$ cat config.mk
export PLATFORM = sky130hd
export DESIGN_NAME = vga_fb_arbiter
export DESIGN_NICKNAME = d
export VERILOG_FILES = /design/src/rtl/vga_fb_arbiter_pkg.sv /design/src/rtl/vga_fb_fetch_addr.sv /design/src/rtl/vga_fb_arbiter.sv
export SDC_FILE = /design/constraint.sdc
export NUM_CORES = 1
export LEC_CHECK = 0
export ABC_AREA = 1
export BUFFER_PORTS_ARGS = -buffer_cell sky130_fd_sc_hd__buf_2
export CORE_UTILIZATION = 50
export CTS_CLUSTER_DIAMETER = 200
export DETAILED_ROUTE_END_ITERATION = 7
export GPL_ROUTABILITY_DRIVEN = 0
export GPL_TIMING_DRIVEN = 0
export MAX_ROUTING_LAYER = met4
export PLACE_DENSITY = 0.85
export SYNTH_ARGS = -nofsm -noshare
export SYNTH_HDL_FRONTEND = slang
export SYNTH_SLANG_ARGS = --single-unit
$ cat constraint.sdc
create_clock -name clk -period 3.97 [get_ports clk]
set_clock_uncertainty 0.15 [all_clocks]
set_input_delay 0.1985 -clock clk [delete_from_list [all_inputs] [get_ports clk]]
set_output_delay 0.1985 -clock clk [all_outputs]
set_load 0.01 [all_outputs]
$ cat src/rtl/vga_fb_arbiter_pkg.sv
// Shared definitions for the framebuffer arbiter: FSM encoding, default
// geometry of the scanline prefetch, and the line-buffer depth.
package vga_fb_arbiter_pkg;
  typedef enum logic [2:0] {
    IDLE,
    CPU_ISSUE,
    CPU_DONE,
    FETCH,
    DRAIN
  } state_t;

  localparam int          WPL_DEFAULT     = 40;
  localparam logic [15:0] FB_BASE_DEFAULT = 16'h8000;
  localparam int          LB_AW_DEFAULT   = 6;
  localparam int          LB_DEPTH        = 1 << LB_AW_DEFAULT;
  localparam int          Y_W             = 10;
endpackage

$ cat src/rtl/vga_fb_fetch_addr.sv
// Row base multiply-add and word counter for the scanline fetch.
//  row_sel   : row whose base is used for the next issued address
//  start     : next issued word is word 0 (new or restarted fetch)
//  advance   : next issued word is word+1
//  word      : index of the word currently on the RAM address bus
//  last      : word is the final word of the line
//  next_addr : RAM address of the next word to issue
module vga_fb_fetch_addr
  import vga_fb_arbiter_pkg::*;
#(
  parameter int                ADDR_W         = 16,
  parameter int                WORDS_PER_LINE = WPL_DEFAULT,
  parameter logic [ADDR_W-1:0] FB_BASE        = FB_BASE_DEFAULT,
  parameter int                LB_AW          = LB_AW_DEFAULT
) (
  input  logic              clk,
  input  logic              rst,
  input  logic [Y_W-1:0]    row_sel,
  input  logic              start,
  input  logic              advance,
  output logic [LB_AW-1:0]  word,
  output logic              last,
  output logic [ADDR_W-1:0] next_addr
);
  localparam logic [ADDR_W-1:0] WPL_A = ADDR_W'(WORDS_PER_LINE);

  logic [ADDR_W-1:0] base;
  logic [LB_AW-1:0]  next_word;

  // All arithmetic in ADDR_W bits so the row base wraps mod 2^ADDR_W.
  always_comb begin
    base      = FB_BASE + ADDR_W'(row_sel) * WPL_A;
    next_word = start ? '0 : word + LB_AW'(1);
    next_addr = base + ADDR_W'(next_word);
  end

  assign last = (word == LB_AW'(WORDS_PER_LINE - 1));

  always_ff @(posedge clk) begin
    if (!rst)         word <= '0;
    else if (start)   word <= '0;
    else if (advance) word <= word + LB_AW'(1);
  end
endmodule

$ cat src/rtl/vga_fb_arbiter.sv
// Framebuffer RAM arbiter: CPU accesses vs. VGA scanline prefetch into a
// ping-pong line buffer (bank = row parity). Fetch has priority; the CPU
// is granted only when no fetch is pending or active.
//  clk/rst             : clock, synchronous active-low reset
//  line_start/vlookahead/y : prefetch trigger and row from the VGA timing
//  cpu_*               : CPU request/ack bus (2-cycle access from grant)
//  mem_*               : single-port RAM, 1-cycle read latency
//  lb_*                : line-buffer write port
//  fetch_busy/underrun : status
module vga_fb_arbiter
  import vga_fb_arbiter_pkg::*;
#(
  parameter int                ADDR_W         = 16,
  parameter int                DATA_W         = 16,
  parameter int                WORDS_PER_LINE = WPL_DEFAULT,
  parameter logic [ADDR_W-1:0] FB_BASE        = FB_BASE_DEFAULT,
  parameter int                LB_AW          = LB_AW_DEFAULT
) (
  input  logic              clk,
  input  logic              rst,
  input  logic              line_start,
  input  logic              vlookahead,
  input  logic [Y_W-1:0]    y,
  input  logic              cpu_req,
  input  logic              cpu_we,
  input  logic [ADDR_W-1:0] cpu_addr,
  input  logic [DATA_W-1:0] cpu_wdata,
  output logic              cpu_ack,
  output logic [DATA_W-1:0] cpu_rdata,
  output logic [ADDR_W-1:0] mem_addr,
  output logic              mem_we,
  output logic [DATA_W-1:0] mem_wdata,
  input  logic [DATA_W-1:0] mem_rdata,
  output logic              lb_we,
  output logic              lb_bank,
  output logic [LB_AW-1:0]  lb_addr,
  output logic [DATA_W-1:0] lb_wdata,
  output logic              fetch_busy,
  output logic              underrun
);
  state_t            state;
  logic              pending;
  logic [Y_W-1:0]    row;
  logic              bank;

  logic              trigger, in_fetch, underrun_ev, start, advance;
  logic [Y_W-1:0]    row_sel;
  logic [LB_AW-1:0]  word;
  logic              last;
  logic [ADDR_W-1:0] next_addr;

  always_comb begin
    trigger     = line_start & vlookahead;
    in_fetch    = (state == FETCH) || (state == DRAIN);
    underrun_ev = trigger && (in_fetch || pending);
    // A trigger seen this cycle supplies the row directly so the first
    // address goes out without waiting for the row latch.
    row_sel     = trigger ? y : row;
    start       = ((state == IDLE) && (pending || trigger)) || (in_fetch && trigger);
    advance     = (state == FETCH) && !trigger && !last;
  end

  vga_fb_fetch_addr #(
    .ADDR_W(ADDR_W), .WORDS_PER_LINE(WORDS_PER_LINE),
    .FB_BASE(FB_BASE), .LB_AW(LB_AW)
  ) u_addr (
    .clk(clk), .rst(rst), .row_sel(row_sel), .start(start), .advance(advance),
    .word(word), .last(last), .next_addr(next_addr)
  );

  // Read data is only meaningful in its strobe cycle; gate it so every
  // output is zero in reset and idle.
  assign cpu_rdata = cpu_ack ? mem_rdata : '0;
  assign lb_wdata  = lb_we   ? mem_rdata : '0;

  always_ff @(posedge clk) begin
    if (!rst) begin
      state      <= IDLE;
      pending    <= 1'b0;
      row        <= '0;
      bank       <= 1'b0;
      cpu_ack    <= 1'b0;
      mem_addr   <= '0;
      mem_we     <= 1'b0;
      mem_wdata  <= '0;
      lb_we      <= 1'b0;
      lb_bank    <= 1'b0;
      lb_addr    <= '0;
      fetch_busy <= 1'b0;
      underrun   <= 1'b0;
    end else begin
      cpu_ack  <= 1'b0;
      mem_we   <= 1'b0;
      lb_we    <= 1'b0;
      underrun <= underrun_ev;
      if (trigger) begin
        row  <= y;
        bank <= y[0];
      end
      case (state)
        IDLE: begin
          if (pending || trigger) begin
            state      <= FETCH;
            pending    <= 1'b0;
            mem_addr   <= next_addr;
            fetch_busy <= 1'b1;
          end else if (cpu_req) begin
            state      <= CPU_ISSUE;
            mem_addr   <= cpu_addr;
            mem_we     <= cpu_we;
            mem_wdata  <= cpu_wdata;
            fetch_busy <= 1'b0;
          end else begin
            fetch_busy <= 1'b0;
          end
        end
        CPU_ISSUE: begin
          if (trigger) pending <= 1'b1;
          fetch_busy <= pending || trigger;
          cpu_ack    <= 1'b1;
          state      <= CPU_DONE;
        end
        CPU_DONE: begin
          if (trigger) pending <= 1'b1;
          fetch_busy <= pending || trigger;
          state      <= IDLE;
        end
        FETCH: begin
          // On restart the word in flight belongs to the abandoned row:
          // drop its write rather than let it land anywhere.
          lb_we      <= !underrun_ev;
          lb_addr    <= word;
          lb_bank    <= bank;
          fetch_busy <= 1'b1;
          if (underrun_ev)  mem_addr <= next_addr;
          else if (last)    state    <= DRAIN;
          else              mem_addr <= next_addr;
        end
        DRAIN: begin
          if (underrun_ev) begin
            state      <= FETCH;
            mem_addr   <= next_addr;
            fetch_busy <= 1'b1;
          end else begin
            state      <= IDLE;
            fetch_busy <= 1'b0;
          end
        end
        default: state <= IDLE;
      endcase
    end
  end
endmodule

==> results.py <==
metrics = {
    "die": {
        "fp.dieW_microns": 88.8,
        "start_util_pct": 52.0,
        "die_h_microns": 88.8,
        "core_area_sq_mm": 0.00725,
        "rows": 31,
        "io-pin-count": 140,
        "die-area_sq_mm": 0.00789,
    },
    "worst_setup_path": {
        "worstPathRequired_ns": 4.02,
        "arrival_ns": 3.07,
        "cp_max_fo": 5,
        "crit_type": "reg -> reg",
        "endpoint_kind": "flip-flop",
        "cp-start-kind": "flip-flop",
    },
    "clock_tree": {
        "ctsResizeCount": 0,
        "cts_buffers": 9,
        "clockBufferDepth": 2,
        "clk_latency_ns": 0.34,
        "htreeDepth": 3,
        "tritoncts": "built",
        "cts.clk_slew.worst_paths_ns": 0.07,
        "clockRootBuffer": "clkbuf_8",
        "clock_sinks": 65,
    },
    "yosys": {
        "yosysMostFrequentCell": "nand2_1",
        "synth_area_sq_mm": 0.00377,
        "seq_area_frac_synth_pct": 34.5,
        "syn_avg_cell_area_sq_um": 6.72,
        "netlist_instances": 561,
        "synth_top_area_share_pct": 34.5,
        "synth_fp_nets": 642,
        "ys.flop_type": "dfxtp_1",
        "async_flop_share_pct": 0,
        "synth_seq_cells": 65,
        "synth_edf_count": 0,
        "synth_area_leaders": "dfxtp_1 (35%), nand2_1 (12%), nor2_1 (8.7%)",
        "ys_warn_count": 0,
        "ys_top_cells_by_count": "nand2_1 (125), nor2_1 (87), inv_1 (80)",
        "synth_cell_type_count": 42,
        "synth_top_area_cell": "dfxtp_1",
    },
    "drt": {
        "drt_wl_total_mm": 10.0,
        "via_per_inst": 4.93,
        "routedWlPerCell_microns": 11.9,
        "drtIter0Drc": 193,
        "drcViolationCount": 0,
        "vias": 4152,
        "drt_pass1_iterations": 5,
        "final_antenna_net_count": 0,
    },
    "finish": {
        "synthToLayoutAreaGrowth_pct": 34.7,
        "utilization_pct": 70.1,
        "diodes": 0,
        "nNetsFinal": 819,
        "final_cells": 842,
        "fin_area_sq_mm": 0.00508,
        "drive_above_1_share_pct": 26.6,
    },
    "sta": {
        "rsz0062_at_grt": "no",
        "setup_tns_ns": 0,
        "hold_viol_final": 0,
        "slew_headroom_pct": 54.2,
        "setup_ws_ns": 0.946,
        "slew_viol_final": 0,
        "fin_crit_sh_pct": 76.2,
        "worstMarginPinSlew_ns": 0.687,
        "setup_violations": 0,
        "hold_ws_ns": 0.0450,
        "fmax_ghz": 0.331,
        "finalCriticalPeriod_ns": 3.02,
    },
    "pwr": {
        "power_density_mw_per_mm2": 399,
        "ir_drop_uv": 276,
        "combPwrFrac_pct": 31.2,
        "switching_share_pct": 33.6,
        "pwr-share-seq_pct": 38.4,
        "p_sw_mw": 0.681,
        "clkPwrFrac_pct": 30.4,
        "p_leak_nw": 2.85,
        "p_total_mw": 2.03,
        "intPower_mw": 1.35,
    },
    "job": {
        "max_cap_viol_count": 0,
    },
    "placed_design": {
        "place_ws_ns": 0.601,
        "dp_cells": 799,
        "dp_hpwl_mm": 7.37,
        "io_buffers": 139,
        "postPlaceCellArea_sq_mm": 0.00459,
    },
    "global_routing": {
        "grt_pass1_vias": 3854,
        "grt_pass1_wl_mm": 16.1,
        "antenna_found_initial": 0,
        "gr-total-overflow": 0,
        "grt_max_degree": 13,
        "grt_usage_pct": 26.9,
    },
    "worst_hold_path": {
        "hold_path_class": "in -> reg",
    },
    "outcome": {
        "status": "finished clean",
    },
}
==> cells by family after synthesis <==
kind of cell,synth area share [%]
AOI/OAI and AO/OA,13.5
DFF,34.5
adders and majority gates,6.04
muxes,0.796
and+or+nand+nor,30.0
buffers and inverters,11.9
xor gates and xnor gates,3.25
==> routing by layer <==
layer | wire length, microns | GRT usage [%] | share of wire [%]
met1 | 4010 | 27.1 | 40
met2 | 5210 | 49.4 | 52
met3 | 668 | 7.65 | 6.7
met4 | 158 | 9.68 | 1.6
met5 | 0 | - | 0
==> layout by cell type (no fill, tap or decap), types with 3 or more instances in the layout <==
| cell type | instances |
|---|---|
| xor2_1 | 11 |
| ha_1 | 15 |
| dfxtp_1 | 65 |
| clkbuf_8 | 9 |
| buf_2 | 142 |
| a31oi_1 | 4 |
| clkbuf_1 | 10 |
| dlygate4sd3_1 | 27 |
| inv_1 | 80 |
| xnor2_1 | 3 |
| nor3_1 | 3 |
| nor2_2 | 9 |
| nand3_1 | 22 |
| o21ai_2 | 3 |
| a21oi_1 | 24 |
| nand4_1 | 4 |
| o21ai_0 | 40 |
| mux2i_1 | 3 |
| inv_2 | 8 |
| nand2_1 | 125 |
| nor2_1 | 87 |
| o21ai_1 | 10 |
| nand2_2 | 3 |
| nand3b_1 | 3 |
==> sequential cells by signal, summed over array words and instances, names as in the netlist <==
signal and cells:
lb_we 1, fetch_busy 1, mem_we 1, cpu_ack 1
bank 1, u_addr.word 6, lb_addr 6, lb_bank 1
row 10, mem_wdata 16, mem_addr 16, underrun 1
pending 1, state 3
==> final timing paths <==
check / cells after the start / end / slack, ns / from
worst min register to register: 2 / mem_addr[15] / 0.32 / mem_addr[15]
worst max register to register: 18 / mem_addr[15] / 0.95 / u_addr.word[0]
worst max-delay path: 18 / mem_addr[15] / 0.95 / u_addr.word[0]
worst min-delay path: 3 / mem_addr[5] / 0.04 / cpu_addr[5]
==> layout make-up <==
class / instances / area [sq um]
Clock buffer: 10 / 128
Tap cell: 99 / 124
Clock inverter: 6 / 92.6
Timing Repair Buffer: 166 / 966
Buffer: 20 / 114
Inverter: 89 / 337
Sequential cell: 65 / 1300
Fill cell: 581 / 2170
Multi-Input combinational cell: 387 / 2020
==> power by group through the flow <==
stage | Combinational [mW] | Sequential (mW) | Clock (mW)
final | 0.632 | 0.779 | 0.617
after global routing | 0.705 | 0.787 | 0.660
after CTS | 0.626 | 0.779 | 0.631
after detailed placement | 0.603 | 0.793 | 0
after global placement | 0.583 | 0.788 | 0
after floorplan | 0.371 | 0.825 | 0
==> what timing repair did <==
item                      CTS  global route
hold buffers               27             0
setup buffers               0             0
hold endpoints to repair   28             0
==> critical path, stage by stage (launching register included) <==
cell     delay [ns]
dfxtp_1        0.44
ha_1           0.20
nand2_1        0.08
nor2_1         0.12
xor2_1         0.16
inv_1          0.07
nor2_1         0.14
inv_1          0.08
fa_1           0.44
o21ai_1        0.21
nand2_1        0.08
nor2_2         0.12
nand3_1        0.13
nor2_2         0.16
nand3_1        0.10
nand2_1        0.06
nand2_1        0.04
nand2_1        0.06
a21oi_1        0.05
No activity file was read; power rests on OpenSTA's default activity.
